## config.mk

```make
export PLATFORM = sky130hd
export DESIGN_NAME = layernorm_sequencer_flat
export DESIGN_NICKNAME = d
export VERILOG_FILES = /design/src/rtl/layernorm_sequencer_if.sv /design/src/rtl/layernorm_sequencer.sv /design/src/flat_wrapper.sv
export SDC_FILE = /design/constraint.sdc
export NUM_CORES = 1
export LEC_CHECK = 0
export CAP_MARGIN = 20
export CORE_MARGIN = 5
export CORE_UTILIZATION = 50
export DETAILED_ROUTE_END_ITERATION = 6
export PLACE_DENSITY_LB_ADDON = 0.05
export SLEW_MARGIN = 30
export SYNTH_ARGS = -nofsm -noshare
export SYNTH_HDL_FRONTEND = slang
export SYNTH_SLANG_ARGS = --single-unit
```

## constraint.sdc

```tcl
create_clock -name clk -period 2.9 [get_ports clk]
set_clock_uncertainty 0.05 [all_clocks]
set_input_delay 0.29 -clock clk [delete_from_list [all_inputs] [get_ports clk]]
set_output_delay 0.29 -clock clk [all_outputs]
set_load 0.01 [all_outputs]
```

## src/rtl/layernorm_sequencer_if.sv

```systemverilog
// Control bundle between the LayerNorm sequencer and its datapath stages.
// The sequencer uses the master modport. The datapath and the vector buffer use the slave modport.
interface layernorm_sequencer_if #(
  parameter int ADDR_WIDTH = 6
);
  logic                  start_in;
  logic                  busy_out;
  logic                  done_out;
  logic                  rd_en_out;
  logic [ADDR_WIDTH-1:0] rd_addr_out;
  logic                  mean_clr_out;
  logic                  var_clr_out;
  logic                  mean_acc_en_out;
  logic                  var_acc_en_out;
  logic                  norm_en_out;
  logic                  norm_last_out;
  logic                  mean_valid_in;
  logic                  variance_valid_in;
  logic                  var_plus_eps_valid_in;
  logic                  sqrt_valid_in;
  logic                  sqrt_start_out;
  logic                  timeout_err_out;

  modport master (
    input  start_in, mean_valid_in, variance_valid_in, var_plus_eps_valid_in, sqrt_valid_in,
    output busy_out, done_out, rd_en_out, rd_addr_out, mean_clr_out, var_clr_out,
           mean_acc_en_out, var_acc_en_out, norm_en_out, norm_last_out,
           sqrt_start_out, timeout_err_out
  );

  modport slave (
    output start_in, mean_valid_in, variance_valid_in, var_plus_eps_valid_in, sqrt_valid_in,
    input  busy_out, done_out, rd_en_out, rd_addr_out, mean_clr_out, var_clr_out,
           mean_acc_en_out, var_acc_en_out, norm_en_out, norm_last_out,
           sqrt_start_out, timeout_err_out
  );
endinterface

```

## src/rtl/layernorm_sequencer.sv

```systemverilog
// Control FSM for one LayerNorm vector: mean pass, variance pass, eps/sqrt handoff, normalize pass.
// Define LN_SEQ_TIMEOUT_EN to add a wait-state watchdog that drives the sticky timeout_err_out flag.
module layernorm_sequencer #(
  parameter int VEC_LEN        = 64,
  parameter int ADDR_WIDTH     = 6,
  parameter int TIMEOUT_CYCLES = 255
) (
  input  logic                  clk,
  input  logic                  rst_n,
  layernorm_sequencer_if.master bus
);

  localparam int CNT_W = $clog2(VEC_LEN + 1);
  localparam logic [CNT_W-1:0] LAST_IDX = CNT_W'(VEC_LEN - 1);

  if (VEC_LEN < 2 || (2 ** ADDR_WIDTH) < VEC_LEN || TIMEOUT_CYCLES < 1) begin : g_bad_params
    $error("layernorm_sequencer: illegal parameter combination");
  end

  typedef enum logic [3:0] {
    IDLE, MEAN_PASS, MEAN_WAIT, VAR_PASS, VAR_WAIT,
    EPS_WAIT, SQRT_GO, SQRT_WAIT, NORM_PASS, DONE
  } state_t;

  state_t                state, state_nxt;
  logic [CNT_W-1:0]      cnt, cnt_nxt;
  logic                  pass_nxt;
  logic                  wait_expired;
  logic                  busy, done, rd_en, mean_clr, var_clr;
  logic                  mean_acc_en, var_acc_en, norm_en, norm_last, sqrt_start;
  logic [ADDR_WIDTH-1:0] rd_addr;

  // Next-state logic; the element counter wraps to 0 at the end of each pass.
  always_comb begin
    state_nxt = state;
    cnt_nxt   = cnt;
    case (state)
      IDLE:      if (bus.start_in) state_nxt = MEAN_PASS;
      MEAN_PASS, VAR_PASS, NORM_PASS: begin
        if (cnt == LAST_IDX) begin
          cnt_nxt = '0;
          case (state)
            MEAN_PASS: state_nxt = MEAN_WAIT;
            VAR_PASS:  state_nxt = VAR_WAIT;
            default:   state_nxt = DONE;
          endcase
        end else begin
          cnt_nxt = cnt + CNT_W'(1);
        end
      end
      MEAN_WAIT: if (bus.mean_valid_in)         state_nxt = VAR_PASS;
                 else if (wait_expired)         state_nxt = IDLE;
      VAR_WAIT:  if (bus.variance_valid_in)     state_nxt = EPS_WAIT;
                 else if (wait_expired)         state_nxt = IDLE;
      EPS_WAIT:  if (bus.var_plus_eps_valid_in) state_nxt = SQRT_GO;
                 else if (wait_expired)         state_nxt = IDLE;
      SQRT_GO:   state_nxt = SQRT_WAIT;
      SQRT_WAIT: if (bus.sqrt_valid_in)         state_nxt = NORM_PASS;
                 else if (wait_expired)         state_nxt = IDLE;
      DONE:      state_nxt = IDLE;
      default:   state_nxt = IDLE;
    endcase
    pass_nxt = (state_nxt == MEAN_PASS) || (state_nxt == VAR_PASS) || (state_nxt == NORM_PASS);
  end

  // Outputs are registered from next-state so they line up with the state they describe.
  always_ff @(posedge clk or negedge rst_n) begin
    if (!rst_n) begin
      state       <= IDLE;
      cnt         <= '0;
      busy        <= 1'b0;
      done        <= 1'b0;
      rd_en       <= 1'b0;
      rd_addr     <= '0;
      mean_clr    <= 1'b0;
      var_clr     <= 1'b0;
      mean_acc_en <= 1'b0;
      var_acc_en  <= 1'b0;
      norm_en     <= 1'b0;
      norm_last   <= 1'b0;
      sqrt_start  <= 1'b0;
    end else begin
      state       <= state_nxt;
      cnt         <= cnt_nxt;
      busy        <= (state_nxt != IDLE);
      done        <= (state_nxt == DONE);
      rd_en       <= pass_nxt;
      rd_addr     <= pass_nxt ? ADDR_WIDTH'(cnt_nxt) : '0;
      mean_clr    <= (state == IDLE) && (state_nxt == MEAN_PASS);
      var_clr     <= (state == MEAN_WAIT) && (state_nxt == VAR_PASS);
      mean_acc_en <= (state == MEAN_PASS);
      var_acc_en  <= (state == VAR_PASS);
      norm_en     <= (state == NORM_PASS);
      norm_last   <= (state == NORM_PASS) && (cnt == LAST_IDX);
      sqrt_start  <= (state_nxt == SQRT_GO);
    end
  end

`ifdef LN_SEQ_TIMEOUT_EN
  localparam int WAIT_W = $clog2(TIMEOUT_CYCLES + 1);
  localparam logic [WAIT_W-1:0] WAIT_LIMIT = WAIT_W'(TIMEOUT_CYCLES - 1);

  logic [WAIT_W-1:0] wait_cnt;
  logic              timeout_err;
  logic              in_wait;

  assign in_wait = (state == MEAN_WAIT) || (state == VAR_WAIT) ||
                   (state == EPS_WAIT)  || (state == SQRT_WAIT);
  assign wait_expired = (wait_cnt == WAIT_LIMIT);

  // Wait counter restarts on every state change; the only way from a wait state to IDLE is a timeout.
  always_ff @(posedge clk or negedge rst_n) begin
    if (!rst_n) begin
      wait_cnt    <= '0;
      timeout_err <= 1'b0;
    end else begin
      if (state_nxt != state) wait_cnt <= '0;
      else if (in_wait)       wait_cnt <= wait_cnt + WAIT_W'(1);
      if (state == IDLE && bus.start_in)    timeout_err <= 1'b0;
      else if (in_wait && state_nxt == IDLE) timeout_err <= 1'b1;
    end
  end

  assign bus.timeout_err_out = timeout_err;
`else
  assign wait_expired        = 1'b0;
  assign bus.timeout_err_out = 1'b0;
`endif

  assign bus.busy_out        = busy;
  assign bus.done_out        = done;
  assign bus.rd_en_out       = rd_en;
  assign bus.rd_addr_out     = rd_addr;
  assign bus.mean_clr_out    = mean_clr;
  assign bus.var_clr_out     = var_clr;
  assign bus.mean_acc_en_out = mean_acc_en;
  assign bus.var_acc_en_out  = var_acc_en;
  assign bus.norm_en_out     = norm_en;
  assign bus.norm_last_out   = norm_last;
  assign bus.sqrt_start_out  = sqrt_start;

endmodule
```

## src/flat_wrapper.sv

```systemverilog
// flat-port wrapper written by rule: the top's interface ports become plain ports
module layernorm_sequencer_flat 
#(
  parameter int VEC_LEN        = 64,
  parameter int ADDR_WIDTH     = 6,
  parameter int TIMEOUT_CYCLES = 255
)
  (clk, rst_n, bus_start_in, bus_mean_valid_in, bus_variance_valid_in, bus_var_plus_eps_valid_in, bus_sqrt_valid_in, bus_busy_out, bus_done_out, bus_rd_en_out, bus_rd_addr_out, bus_mean_clr_out, bus_var_clr_out, bus_mean_acc_en_out, bus_var_acc_en_out, bus_norm_en_out, bus_norm_last_out, bus_sqrt_start_out, bus_timeout_err_out);
  layernorm_sequencer_if #(.ADDR_WIDTH(ADDR_WIDTH)) bus_i ();
  input  logic clk;
  input  logic rst_n;
  input wire logic [$bits(bus_i.start_in)-1:0] bus_start_in;
  input wire logic [$bits(bus_i.mean_valid_in)-1:0] bus_mean_valid_in;
  input wire logic [$bits(bus_i.variance_valid_in)-1:0] bus_variance_valid_in;
  input wire logic [$bits(bus_i.var_plus_eps_valid_in)-1:0] bus_var_plus_eps_valid_in;
  input wire logic [$bits(bus_i.sqrt_valid_in)-1:0] bus_sqrt_valid_in;
  output wire logic [$bits(bus_i.busy_out)-1:0] bus_busy_out;
  output wire logic [$bits(bus_i.done_out)-1:0] bus_done_out;
  output wire logic [$bits(bus_i.rd_en_out)-1:0] bus_rd_en_out;
  output wire logic [$bits(bus_i.rd_addr_out)-1:0] bus_rd_addr_out;
  output wire logic [$bits(bus_i.mean_clr_out)-1:0] bus_mean_clr_out;
  output wire logic [$bits(bus_i.var_clr_out)-1:0] bus_var_clr_out;
  output wire logic [$bits(bus_i.mean_acc_en_out)-1:0] bus_mean_acc_en_out;
  output wire logic [$bits(bus_i.var_acc_en_out)-1:0] bus_var_acc_en_out;
  output wire logic [$bits(bus_i.norm_en_out)-1:0] bus_norm_en_out;
  output wire logic [$bits(bus_i.norm_last_out)-1:0] bus_norm_last_out;
  output wire logic [$bits(bus_i.sqrt_start_out)-1:0] bus_sqrt_start_out;
  output wire logic [$bits(bus_i.timeout_err_out)-1:0] bus_timeout_err_out;
  assign bus_i.start_in = bus_start_in;
  assign bus_i.mean_valid_in = bus_mean_valid_in;
  assign bus_i.variance_valid_in = bus_variance_valid_in;
  assign bus_i.var_plus_eps_valid_in = bus_var_plus_eps_valid_in;
  assign bus_i.sqrt_valid_in = bus_sqrt_valid_in;
  assign bus_busy_out = bus_i.busy_out;
  assign bus_done_out = bus_i.done_out;
  assign bus_rd_en_out = bus_i.rd_en_out;
  assign bus_rd_addr_out = bus_i.rd_addr_out;
  assign bus_mean_clr_out = bus_i.mean_clr_out;
  assign bus_var_clr_out = bus_i.var_clr_out;
  assign bus_mean_acc_en_out = bus_i.mean_acc_en_out;
  assign bus_var_acc_en_out = bus_i.var_acc_en_out;
  assign bus_norm_en_out = bus_i.norm_en_out;
  assign bus_norm_last_out = bus_i.norm_last_out;
  assign bus_sqrt_start_out = bus_i.sqrt_start_out;
  assign bus_timeout_err_out = bus_i.timeout_err_out;
  layernorm_sequencer #(.VEC_LEN(VEC_LEN), .ADDR_WIDTH(ADDR_WIDTH), .TIMEOUT_CYCLES(TIMEOUT_CYCLES)) u_core (.clk(clk), .rst_n(rst_n), .bus(bus_i));
endmodule
```

==> impl_metrics.env, run 1 <==
export IMPL_die_w_um=60.7
export IMPL_cts_resized=0
export IMPL_diodes=0
export IMPL_drive_above_1_share=0.0922
export IMPL_nets=150
export IMPL_clock_latency_ns=0.33
export IMPL_drv_cap=0
export IMPL_grt_busiest_layer="met2"
export IMPL_start_util=0.520
export IMPL_clock_sinks=27
export IMPL_fin_cells=171
export IMPL_worst_pin_slew_ns=0.599
export IMPL_met2_usage=0.279
export IMPL_powerDensity_nw_per_um2=872
export IMPL_pre_cts_ws_ns=0.699
export IMPL_drt_iter0_markers=61
export IMPL_cts_root_buf="clkbuf_4"
export IMPL_grt_setup_unrepaired="false"
export IMPL_start_kind="flop"
export IMPL_regMostFlops="u_core.cnt"
export IMPL_critPathCaptureType="flop"
export IMPL_syn_area_per_cell_um2=10.6
export IMPL_setup_viol=0
export IMPL_slew_violations=0
export IMPL_placementRows=18
export IMPL_syn_inst=122
export IMPL_gr_total_overflow=0
export IMPL_ys_seq_area_frac=0.525
export IMPL_synthFlopType="dfrtp_1"
export IMPL_cts_buffers=3
export IMPL_async_flop_share=1.00
export IMPL_finalWorstSetupSlack_ns=0.701
export IMPL_cts_buffer_depth=2
export IMPL_grt_pass1_wl_um=4460
export IMPL_fin_crit_ns=2.20
export IMPL_grt_use_met3=0.0255
export IMPL_setup_tns_ns=0
export IMPL_h_tree_depth=1
export IMPL_placedCellCount=167
export IMPL_vias_per_cell=5.74
export IMPL_ant_nets=0
export IMPL_die_area_um2=3690
export IMPL_synth_edf_count=0
export IMPL_status="complete, no violations"
export IMPL_worst_ep_required_time_ns=3.08
export IMPL_largest_reg_flops=7
export IMPL_antenna_found_initial=0
export IMPL_slew_headroom=0.598
export IMPL_grt_use_total=0.167
export IMPL_fp_dieH_um=60.7
export IMPL_tritoncts="done"
export IMPL_postCtsSetupBuffers=0
export IMPL_vias=981
export IMPL_p_leak_nw=0.673
export IMPL_cp_max_fo=17
export IMPL_grt_max_degree=28
export IMPL_nFillCells=228
export IMPL_area_growth_synth_to_final_pct=18.3
export IMPL_ioPinCount=24
export IMPL_syn_area_um2=1290
export IMPL_use_met1=0.215
export IMPL_drtPass1Iterations=4
export IMPL_hold_violations=0
export IMPL_vdd_drop_max_mv=0.531
export IMPL_hold_path_class="in2async"
export IMPL_wirelength_um=2620
export IMPL_ctsHoldBuffers=0
export IMPL_wl_per_cell_um=15.3
export IMPL_cp_arrival_ns=2.38
export IMPL_yosys_warnings=0
export IMPL_core_area_um2=2480
export IMPL_fmax_mhz=455
export IMPL_critical_path_class="reg2reg"
export IMPL_period_share=0.758
export IMPL_grt_pass1_vias=952
export IMPL_gp_congestion=0.783
export IMPL_io_buffer_count=22
export IMPL_synthesis_nets=130
export IMPL_path_clk_slew_ns=0.15
export IMPL_yosysUniqueCellTypes=42
export IMPL_drc_errors=0
export IMPL_dp_hpwl_um=1860
export IMPL_synth_ff_latch_count=27
## cell type report
type / count / area [um^2] / share of cell area
Clock buffer: 3 / 22.5 / 0.0148
Clock inverter: 1 / 5.00 / 0.00329
Inverter: 3 / 16.3 / 0.0107
Multi-Input combinational cell: 84 / 538 / 0.353
Sequential cell: 27 / 676 / 0.444
Tap cell: 30 / 37.5 / 0.0247
Timing Repair Buffer: 23 / 228 / 0.150
## cells by family after synthesis
| family | synth area share |
|---|---|
| and+or+nand+nor | 0.202 |
| DFF | 0.525 |
| xor gates and xnor gates | 0.0136 |
| other | 0.00291 |
| AOI/OAI and AO/OA | 0.154 |
| muxes | 0.0360 |
| adders and majority gates | 0.00972 |
| buffers and inverters | 0.0573 |
## worst paths after layout
path                                            from                               end  slack [ns]  depth (start not counted)
max                        u_core.state[2]$_DFF_PN0_    u_core.bus.rd_en_out$_DFF_PN0_        0.70                          5
min                                            rst_n         u_core.state[0]$_DFF_PN0_        0.26                          2
max reg2reg                u_core.state[2]$_DFF_PN0_    u_core.bus.rd_en_out$_DFF_PN0_        0.70                          5
min reg2reg                u_core.cnt[6]$_DFFE_PN0N_         u_core.cnt[6]$_DFFE_PN0N_        0.51                          1
max in group asynchronous                      rst_n         u_core.cnt[6]$_DFFE_PN0N_        2.27                          2
min in group clk                   bus_mean_valid_in  u_core.bus.var_clr_out$_DFF_PN0_        0.49                          2
## stage by stage
| stage | instance area (um^2) | total power [mW] | util | hold slack, ns |
|---|---|---|---|---|
| 3_3_place_gp | 1500 | 1.16 | 0.604 | 0.437 |
| 5_1_grt | 1520 | 1.44 | 0.615 | 0.271 |
| 2_1_floorplan | 1290 | 0.975 | - | -0.0556 |
| 4_1_cts | 1520 | 1.34 | 0.615 | 0.270 |
| 3_5_place_dp | 1500 | 1.18 | 0.604 | 0.458 |
| 6_report | 1520 | 1.33 | 0.615 | 0.264 |
## per-layer routing
layer | wire (um) | up-vias
li1 | - | 470
met1 | 1090 | 474
met2 | 1350 | 32
met3 | 132 | 5
met4 | 52 | 0
met5 | 0 | -
## worst max-delay path, cell delays in order, from the launching register on
cell and delay [ns]:
dfrtp_1 0.58, or4b_4 0.63, clkinv_4 0.10, nor2_2 0.05, o22a_1 0.35, mux2_4 0.35
## cell usage in the layout (no fill, tap or decap), types with 2 or more instances in the layout
cell type	count
nand2_1	17
a21o_1	2
clkdlybuf4s50_1	22
a21oi_1	2
o22a_1	3
clkbuf_4	3
o21ai_0	5
nand2b_1	5
nor2_1	3
o21ai_1	4
mux2i_1	2
inv_1	2
nor3_1	5
nor2b_1	2
a211oi_1	3
xnor2_1	2
nand3_1	5
nor4b_1	2
dfrtp_1	27
nand3b_1	3
## cell usage after synthesis, drive strengths merged, types with 2 or more instances
| cell type | n | area share |
|---|---|---|
| a21oi | 2 | 0.0078 |
| mux2 | 2 | 0.020 |
| dfrtp | 27 | 0.52 |
| nor4b | 2 | 0.014 |
| a21o | 2 | 0.012 |
| inv | 2 | 0.0058 |
| nand2 | 17 | 0.050 |
| clkbuf | 3 | 0.0087 |
| mux2i | 2 | 0.016 |
| nand3 | 5 | 0.019 |
| o22a | 3 | 0.020 |
| nor3 | 5 | 0.019 |
| o21ai | 9 | 0.035 |
| o211ai | 2 | 0.016 |
| nor2 | 4 | 0.014 |
| xnor2 | 2 | 0.014 |
| nor2b | 2 | 0.0097 |
| nand3b | 3 | 0.017 |
| buf | 5 | 0.036 |
| nand2b | 5 | 0.024 |
| a211oi | 3 | 0.017 |
## power by group
part / total (mW) / internal [mW] / switching, mW
Clock: 0.163 / 0.0519 / 0.111
Sequential: 0.588 / 0.488 / 0.100
Combinational: 0.577 / 0.281 / 0.296
Total: 1.33 / 0.821 / 0.507
Note: power is estimated with default switching activity, not from simulation.
==> inputs of run 2 (changes only) <==
==> constraint.sdc (replaced) <==
create_clock -name clk -period 2.2 [get_ports clk]
set_clock_uncertainty 0.05 [all_clocks]
set_input_delay 0.22 -clock clk [delete_from_list [all_inputs] [get_ports clk]]
set_output_delay 0.22 -clock clk [all_outputs]
set_load 0.01 [all_outputs]
==> impl_metrics.env, run 2 (synthesis gave the netlist of run 1 again) <==
export IMPL_status="complete, no violations"
export IMPL_ant_nets=0
export IMPL_fin_crit_ns=2.00
export IMPL_cts_root_buf="clkbuf_4"
export IMPL_vias=964
export IMPL_critPathCaptureType="flop"
export IMPL_slew_headroom=0.543
export IMPL_fp_dieH_um=60.7
export IMPL_worst_ep_required_time_ns=2.42
export IMPL_clock_sinks=27
export IMPL_ctsHoldBuffers=0
export IMPL_antenna_found_initial=0
export IMPL_slew_violations=0
export IMPL_grt_setup_unrepaired="false"
export IMPL_critical_path_class="reg2reg"
export IMPL_start_util=0.520
export IMPL_wirelength_um=2680
export IMPL_ioPinCount=24
export IMPL_grt_max_degree=28
export IMPL_internal_power_mw=1.13
export IMPL_crit_path_top_delay_cell="dfrtp_1"
export IMPL_p_leak_nw=0.700
export IMPL_vias_per_cell=5.45
export IMPL_drc_errors=0
export IMPL_core_area_um2=2480
export IMPL_drt_iter0_markers=29
export IMPL_diodes=0
export IMPL_path_clk_slew_ns=0.15
export IMPL_p_switching_mw=0.680
export IMPL_die_w_um=60.7
export IMPL_io_buffer_count=22
export IMPL_fin_area_um2=1570
export IMPL_placed_cell_area_um2=1540
export IMPL_drv_cap=0
export IMPL_hold_violations=0
export IMPL_fmax_mhz=501
export IMPL_period_share=0.907
export IMPL_area_growth_synth_to_final_pct=22.2
export IMPL_setup_tns_ns=0
export IMPL_cts_buffer_depth=2
export IMPL_crit_family="flip-flops"
export IMPL_tritoncts="done"
export IMPL_pwr_share_seq=0.418
export IMPL_cts_buffers=3
export IMPL_grt_pass1_wl_um=4320
export IMPL_cpMostUsedCell="mux2i_1"
export IMPL_dp_hpwl_um=1940
export IMPL_drtPass1Iterations=4
export IMPL_drive_above_1_share=0.136
export IMPL_layout_cells_most_common="dfrtp_1"
export IMPL_setup_viol=0
export IMPL_h_tree_depth=1
export IMPL_cp_num_buf_inv=1
export IMPL_regMostFlops="u_core.cnt"
export IMPL_layout_common_cells="dfrtp_1, clkdlybuf4s50_1, nand2_1"
export IMPL_p_clk_frac=0.122
export IMPL_grt_pass1_vias=949
export IMPL_hold_slack_ns=0.191
export IMPL_postCtsSetupBuffers=0
export IMPL_clock_latency_ns=0.33
export IMPL_crit_chain="ha_1, nor2b_2, nand2_1, mux2i_1, o22a_1, buf_4, mux2i_1"
export IMPL_nets=156
export IMPL_cp_max_fo=7
export IMPL_vdd_drop_max_mv=0.817
export IMPL_hold_path_class="in2async"
export IMPL_gp_congestion=0.771
export IMPL_cp_arrival_ns=2.21
export IMPL_die_area_um2=3690
export IMPL_start_kind="flop"
export IMPL_grt_use_total=0.161
export IMPL_wl_per_cell_um=15.2
export IMPL_p_sw_frac=0.376
export IMPL_combPwrFrac=0.460
export IMPL_placementRows=18
export IMPL_powerDensity_nw_per_um2=1150
export IMPL_max_stage_delay_ns=0.44
export IMPL_largest_reg_flops=7
export IMPL_worst_pin_slew_ns=0.681
export IMPL_gr_total_overflow=0
## run 2: final cells by class
type / count / area (um^2)
multi-input combinational: 84 / 541
sequential: 27 / 676
inverter: 3 / 16.3
timing repair buffer: 29 / 273
fill: 220 / 905
clock inverter: 1 / 7.51
clock buffer: 3 / 22.5
tap: 30 / 37.5
## run 2: power by group through the flow
stage               Combinational (mW)  Clock, mW  Sequential, mW
floorplan                        0.507          0           0.778
global placement                 0.824          0           0.759
detailed placement               0.832          0           0.765
CTS                              0.838      0.230           0.755
global route                     0.928      0.245           0.779
finish                           0.833      0.221           0.756
## run 2: path summary, 6_finish.rpt
path,start,to,slack (ns),cells after the start
max in group asynchronous,rst_n,u_core.cnt[2]$_DFF_PN0_,1.65,2
hold / removal,rst_n,u_core.bus.var_clr_out$_DFF_PN0_,0.19,2
hold reg to reg,u_core.cnt[6]$_DFFE_PN0N_,u_core.cnt[6]$_DFFE_PN0N_,0.50,1
min in group clk,bus_start_in,u_core.bus.mean_clr_out$_DFF_PN0_,0.38,3
setup reg to reg,u_core.cnt[0]$_DFF_PN0_,u_core.bus.rd_addr_out[1]$_DFF_PN0_,0.20,7
setup / recovery,u_core.cnt[0]$_DFF_PN0_,u_core.bus.rd_addr_out[1]$_DFF_PN0_,0.20,7
## run 2: metal layers
| layer | GRT usage | part of all wire | vias up |
|---|---|---|---|
| met4 | 0.0743 | 0.016 | 0 |
| met1 | 0.200 | 0.42 | 456 |
| met5 | 0 | 0 | - |
| met2 | 0.275 | 0.51 | 20 |
| li1 | - | - | 484 |
| met3 | 0.0234 | 0.054 | 4 |
## run 2: repair_timing
action                                  CTS  global route
hold endpoints to repair                  0             0
resized for setup                         0             1
endpoints found under the setup margin    0             1
## run 2: metrics by stage
step                      power [mW]   util  instances  setup slack [ns]
final                           1.81  0.635        177             0.205
after global routing            1.95  0.635        177            0.0450
after CTS                       1.82  0.634        177             0.136
after detailed placement        1.60  0.622        173             0.198
after global placement          1.58  0.622        173             0.232
after floorplan                 1.29      -        122             0.181
## run 2: worst reg2reg max path, stage by stage (launching register included)
cell and delay [ns]:
dfrtp_1 0.44, ha_1 0.25, nor2b_2 0.26, nand2_1 0.15
mux2i_1 0.16, o22a_1 0.24, buf_4 0.19, mux2i_1 0.19
